`src/rtl/add_scrambler_par.sv`:
```
// Additive scrambler/descrambler, DATA_W bits per beat, valid/ready.
// Programmable taps/seed, resync, frame auto-reload and bypass.
//
// Ports:
//   clk_i, rstn_i         clock, async active-low reset
//   bypass_i              pass data through; LFSR holds (pending load applied)
//   sync_i, seed_i        restart the key stream from seed_i on this beat
//   valid_i, data_i       input beat (data_i[0] earliest in time)
//   ready_o               input beat can be accepted
//   valid_o, data_o       registered output beat
//   ready_i               downstream accepts the output beat
module add_scrambler_par #(
    parameter int                  DATA_W    = 8,
    parameter int                  LFSR_LEN  = 7,
    parameter logic [LFSR_LEN-1:0] POLY      = 7'h60,
    parameter logic [LFSR_LEN-1:0] SEED      = 7'h7F,
    parameter int                  FRAME_LEN = 0
) (
    input  logic                clk_i,
    input  logic                rstn_i,
    input  logic                bypass_i,
    input  logic                sync_i,
    input  logic [LFSR_LEN-1:0] seed_i,
    input  logic                valid_i,
    input  logic [DATA_W-1:0]   data_i,
    output logic                ready_o,
    output logic                valid_o,
    output logic [DATA_W-1:0]   data_o,
    input  logic                ready_i
);

    localparam int CNT_W = (FRAME_LEN > 1) ? $clog2(FRAME_LEN) : 1;
    localparam logic [CNT_W-1:0] CNT_LAST =
        CNT_W'((FRAME_LEN > 0) ? FRAME_LEN - 1 : 0);
    // The sync beat is beat 0 of a new frame, so the next one is beat 1
    // (which wraps straight back to 0 for one-beat frames).
    localparam logic [CNT_W-1:0] CNT_SYNC =
        CNT_W'((FRAME_LEN > 1) ? 1 : 0);

    logic [LFSR_LEN-1:0] lfsr;
    logic [LFSR_LEN-1:0] load_val;
    logic [LFSR_LEN-1:0] start;
    logic [LFSR_LEN-1:0] walk;
    logic [DATA_W-1:0]   key;
    logic [CNT_W-1:0]    beat_cnt;
    logic                first_beat;
    logic                accept;
    logic                reload;
    logic                use_load;

    assign ready_o  = !valid_o | ready_i;
    assign accept   = valid_i & ready_o;
    // The first beat after reset already starts from SEED.
    assign reload   = (FRAME_LEN > 0) && (beat_cnt == '0) && !first_beat;
    assign use_load = sync_i | reload;

    always_comb begin
        load_val = sync_i ? seed_i : SEED;
        // An all-zero LFSR would lock up; substitute all ones.
        if (load_val == '0) begin
            load_val = '1;
        end
        start = use_load ? load_val : lfsr;
    end

    // DATA_W LFSR steps unrolled; walk ends as the post-beat state.
    always_comb begin
        key  = '0;
        walk = start;
        for (int j = 0; j < DATA_W; j++) begin
            key[j] = ^(walk & POLY);
            walk   = {walk[LFSR_LEN-2:0], key[j]};
        end
    end

    always_ff @(posedge clk_i or negedge rstn_i) begin
        if (!rstn_i) begin
            lfsr       <= SEED;
            valid_o    <= 1'b0;
            data_o     <= '0;
            beat_cnt   <= '0;
            first_beat <= 1'b1;
        end else if (accept) begin
            valid_o    <= 1'b1;
            first_beat <= 1'b0;
            if (bypass_i) begin
                data_o <= data_i;
                lfsr   <= start;
            end else begin
                data_o <= data_i ^ key;
                lfsr   <= walk;
            end
            if (FRAME_LEN > 0) begin
                if (sync_i) begin
                    beat_cnt <= CNT_SYNC;
                end else if (beat_cnt == CNT_LAST) begin
                    beat_cnt <= '0;
                end else begin
                    beat_cnt <= beat_cnt + 1'b1;
                end
            end
        end else if (ready_i) begin
            valid_o <= 1'b0;
        end
    end

endmodule

```
`config.mk`:
```
export PLATFORM = sky130hd
export DESIGN_NAME = add_scrambler_par
export DESIGN_NICKNAME = d
export VERILOG_FILES = /design/src/rtl/add_scrambler_par.sv
export SDC_FILE = /design/constraint.sdc
export NUM_CORES = 1
export LEC_CHECK = 0
export ABC_AREA = 1
export BUFFER_PORTS_ARGS = -buffer_cell sky130_fd_sc_hd__buf_2
export CAP_MARGIN = 20
export CORE_ASPECT_RATIO = 1.1
export CORE_UTILIZATION = 47
export DETAILED_ROUTE_END_ITERATION = 12
export HOLD_SLACK_MARGIN = 0.15
export PLACE_DENSITY = 0.73
export SLEW_MARGIN = 20
export SYNTH_ARGS = -nofsm -noshare
export SYNTH_HDL_FRONTEND = slang
export SYNTH_SLANG_ARGS = --single-unit
export TNS_END_PERCENT = 50
```
`constraint.sdc`:
```
create_clock -name clk_i -period 1.7 [get_ports clk_i]
set_input_delay 0.51 -clock clk_i [delete_from_list [all_inputs] [get_ports clk_i]]
set_output_delay 0.51 -clock clk_i [all_outputs]
set_load 0.05 [all_outputs]
```
# == Word level (Yosys, flattened, before mapping) ==
# Cells that the tools add are included.
# classes
n_reduce_logical,11
n_bitwise,3
n_mux,7
# ops
operator,count
parity 7 bit,8
2-to-1 mux 7 bit,4
2-to-1 mux 8 bit,1
bitwise XOR 8 bit,1
logical NOT 7 bit,1
2-to-1 mux 1 bit,2
nonzero test 2 bit,1
bitwise AND 1 bit,1
logical NOT 1 bit,1
OR 1 bit,1
# totals
in_bits,21
reg_bits,16
output_inout_bits,10
wordCells,24

# == Depth between registers and ports, before layout ==
# logic_depth
depth_word,8
depth_mapped,13

# == Least setup slack after synthesis ==
# OpenSTA, ideal clock, no wires.
# synth_path
path_kind,reg-to-reg
from,register valid_o
to,register lfsr[4]
slack_ns,-0.323
required_time_ns,1.623
path_stages_with_launch,7
path_buffers,1
setup_ns,0.077
t_arrival_ns,1.945
period_less_slack_ns,2.023
cell_sequence,dfrtp_1 -> nand2_1 -> nand2_1 -> inv_1 -> clkbuf_1 -> nor2_1 -> a31oi_1
# synth_between
elab_chain_cells,3
# synth_rtl
item,line_no,text
"start, declared",27,"output logic valid_o,"
"start signal, assigned",79,valid_o <= 1'b0;
"start signal, assigned",84,valid_o <= 1'b1;
"start signal, assigned",103,valid_o <= 1'b0;
logical NOT 1 bit,51,assign ready_o = !valid_o | ready_i;
OR 1 bit,51,
via ready_o,26,"output logic ready_o,"
bitwise AND 1 bit,52,assign accept = valid_i & ready_o;
"end signal, assigned",88,lfsr <= start;
"end signal, assigned",91,lfsr <= walk;
"end, declared",40,logic [LFSR_LEN-1:0] lfsr;
# The timed path passes the listed nets, and every way through them passes these cells.
# A chain may end at the register's enable or synchronous reset.

# == Worst setup path in the final report ==
# layout_path
from,register valid_o
to,output port ready_o
# layout_between
elab_chain_cells,2
# layout_rtl
item,line_no
logical NOT 1 bit,51
OR 1 bit,51
"end, declared",26
# Every way passes these cells.

==> reports/qor.yml <==
status: "finished, final reports clean"
layout-drive-gt1-share: 0.369
grt_pass1_vias: 1080
synth_ff_type: "dfrtp_1"
drtIter0Drc: 18
clk_path_buf_depth: 2
clock_latency_ns: 0.29
seqCellArea_um2: 410
ioPinCount: 31
yosysMostFrequentCell: "nand2_1"
post_cts_buffers: 0
path_cells: "nand2_4, buf_2"
report.final.slew_viol_count: 0
dpl.hpwl_um: 1980
clock_skew_ns: 0.00103
gp_congestion: 0.783
fp.coreArea_um2: 2300
first_pass_iters: 4
finalHoldWorstSlack_ns: 0.482
arrival_ns: 1.05
yosys_warnings: 0
nets: 228
yosysSeqAreaShare: 0.354
grt_overflow: 0
grt_usage: 0.221
grt_pass1_wl_um: 4440
min_period_ns: 1.56
htreeDepth: 1
wl_per_cell_um: 10.5
relSlewSlack: 0.735
crit_path_end_kind: "output pin"
pre_cts_slack_ns: -0.0917
rsz0062_at_grt: "no"
yosys-top-cells-area: "dfrtp_1 19%, nand2_1 17%, dfstp_2 16%"
synth_seq_cells: 16
synth_edf_count: 0
path_clk_slew_ns: 0.09
yosysTopAreaCell: "dfrtp_1"
synthTopCellsByCount: "51 x nand2_1, 21 x inv_1, 19 x nand3_1"
cellPowerDensity_nw_per_um2: 930
p_leak_nw: 0.819
fill_cells: 214
syn_to_final_growth_pct: 26.7
worstPathRequired_ns: 1.19
die_x_um: 49.3
crit_family: "flip-flops"
netlist.area_leader.share: 0.195
cp.buffers_inverters: 1
cts-root-buf: "clkbuf_4"
syn_avg_cell_area_um2: 7.14
max_slew.worst_pin.slew_ns: 0.396
setup_viol: 0
post-route-drc-count: 0
rows: 18
netlist_area_um2: 1160
fp.dieArea_um2: 2670
ir_worst_vdd_v: 0.000682
multi_input_area_um2: 638
p_total_mw: 1.36
max_stage_delay_ns: 0.43
antenna_found_initial: 0
crit_fanout: 3
hold_path_class: "primary input to flop"
vias_per_cell: 4.81
ys_async_sr_fraction: 1.00
worst_slack_ns: 0.136
fmax_ghz: 0.639
syn_inst: 162
worstSetupPathType: "flop to output pin"
wirelength_um: 2480
maxCapViolCount: 0
final-hold-violation-count: 0
start_util: 0.504
yosysUniqueCellTypes: 23
placed_cells: 231
cts_buffers: 3
antenna_cells: 0
dr_total_vias: 1135
cts_tree: "built"
fp.dieH_um: 54.0
worstSetupStartpointType: "flop"
fin_cells: 236
postCtsHoldBufs: 1
port-buffer-count: 30
ant_nets: 0
slowest_stage: "dfrtp_2"
cts-resized-gates: 0
grt_max_degree: 23
synth_fp_nets: 183
period_share: 0.920
cts_sinks: 16
## flip-flops by register name (all words and copies together), names as in the netlist
register / cells
data_o: 8
lfsr: 7
valid_o: 1
## where the power goes
| part | switching, mW | leakage, nW | internal [mW] |
|---|---|---|---|
| combinational | 0.390 | 0.617 | 0.193 |
| sequential | 0.0455 | 0.181 | 0.481 |
| clock | 0.125 | 0.0210 | 0.130 |
## final timing paths
kind	startpoint	end	slack (ns)	cells past startpoint
worst max-delay path	valid_o	ready_o	0.14	2
worst max register to register	lfsr[6]	data_o[6]	0.23	10
min in group asynchronous	rstn_i	data_o[0]	0.65	2
worst min register to register	data_o[5]	data_o[5]	0.48	2
max in group asynchronous	rstn_i	lfsr[1]	0.74	2
worst min-delay path	ready_i	valid_o	0.48	4
## layer usage
layer	up-vias	wire length (µm)	GRT usage
li1	602	-	-
met4	0	36	0.0882
met3	4	119	0.0198
met1	496	1110	0.266
met2	33	1210	0.411
met5	-	0	0
## layout make-up
class	count	area share
inverters	23	0.0589
clock buffers	4	0.0247
multi-input cells	119	0.435
well taps	30	0.0256
flip-flops and latches	16	0.280
repair buffers	44	0.176
## worst min-delay path, cell delays in order
cell and delay (ns):
buf_2 0.08, inv_1 0.05, nand2_4 0.06, nand2_1 0.05
## stage by stage
step / area, µm² / util / setup TNS, ns
after global placement: 1420 / 0.618 / -0.147
after global routing: 1470 / 0.638 / 0
after floorplan: 1170 / - / 0
final: 1470 / 0.638 / 0
after detailed placement: 1420 / 0.618 / -0.559
after CTS: 1470 / 0.638 / 0
## layout by cell type (no fill, tap or decap), drive strengths merged
cell type / netlist / final
o21ai: 5 / 5
clkbuf: 1 / 4
or2: 3 / 3
inv: 22 / 22
buf: 3 / 43
nand3: 20 / 20
a31oi: 7 / 7
dfrtp: 9 / 9
clkinv: 1 / 1
dlygate4sd3: 0 / 1
o21bai: 1 / 1
nand4: 3 / 3
a21oi: 2 / 2
nor2: 16 / 16
dfstp: 7 / 7
nand2: 58 / 58
xor2: 4 / 4
## cells by family (layout without fill, tap and decap cells)
kind of cell              count (synthesis)  after routing  share of synthesized area
and+or+nand+nor                         100            100                      0.404
buffers and inverters                    27             71                      0.102
DFF                                      16             16                      0.354
AOI/OAI and AO/OA                        15             15                      0.110
xor gates and xnor gates                  4              4                     0.0303
Note: power is estimated with default switching activity, not from simulation.
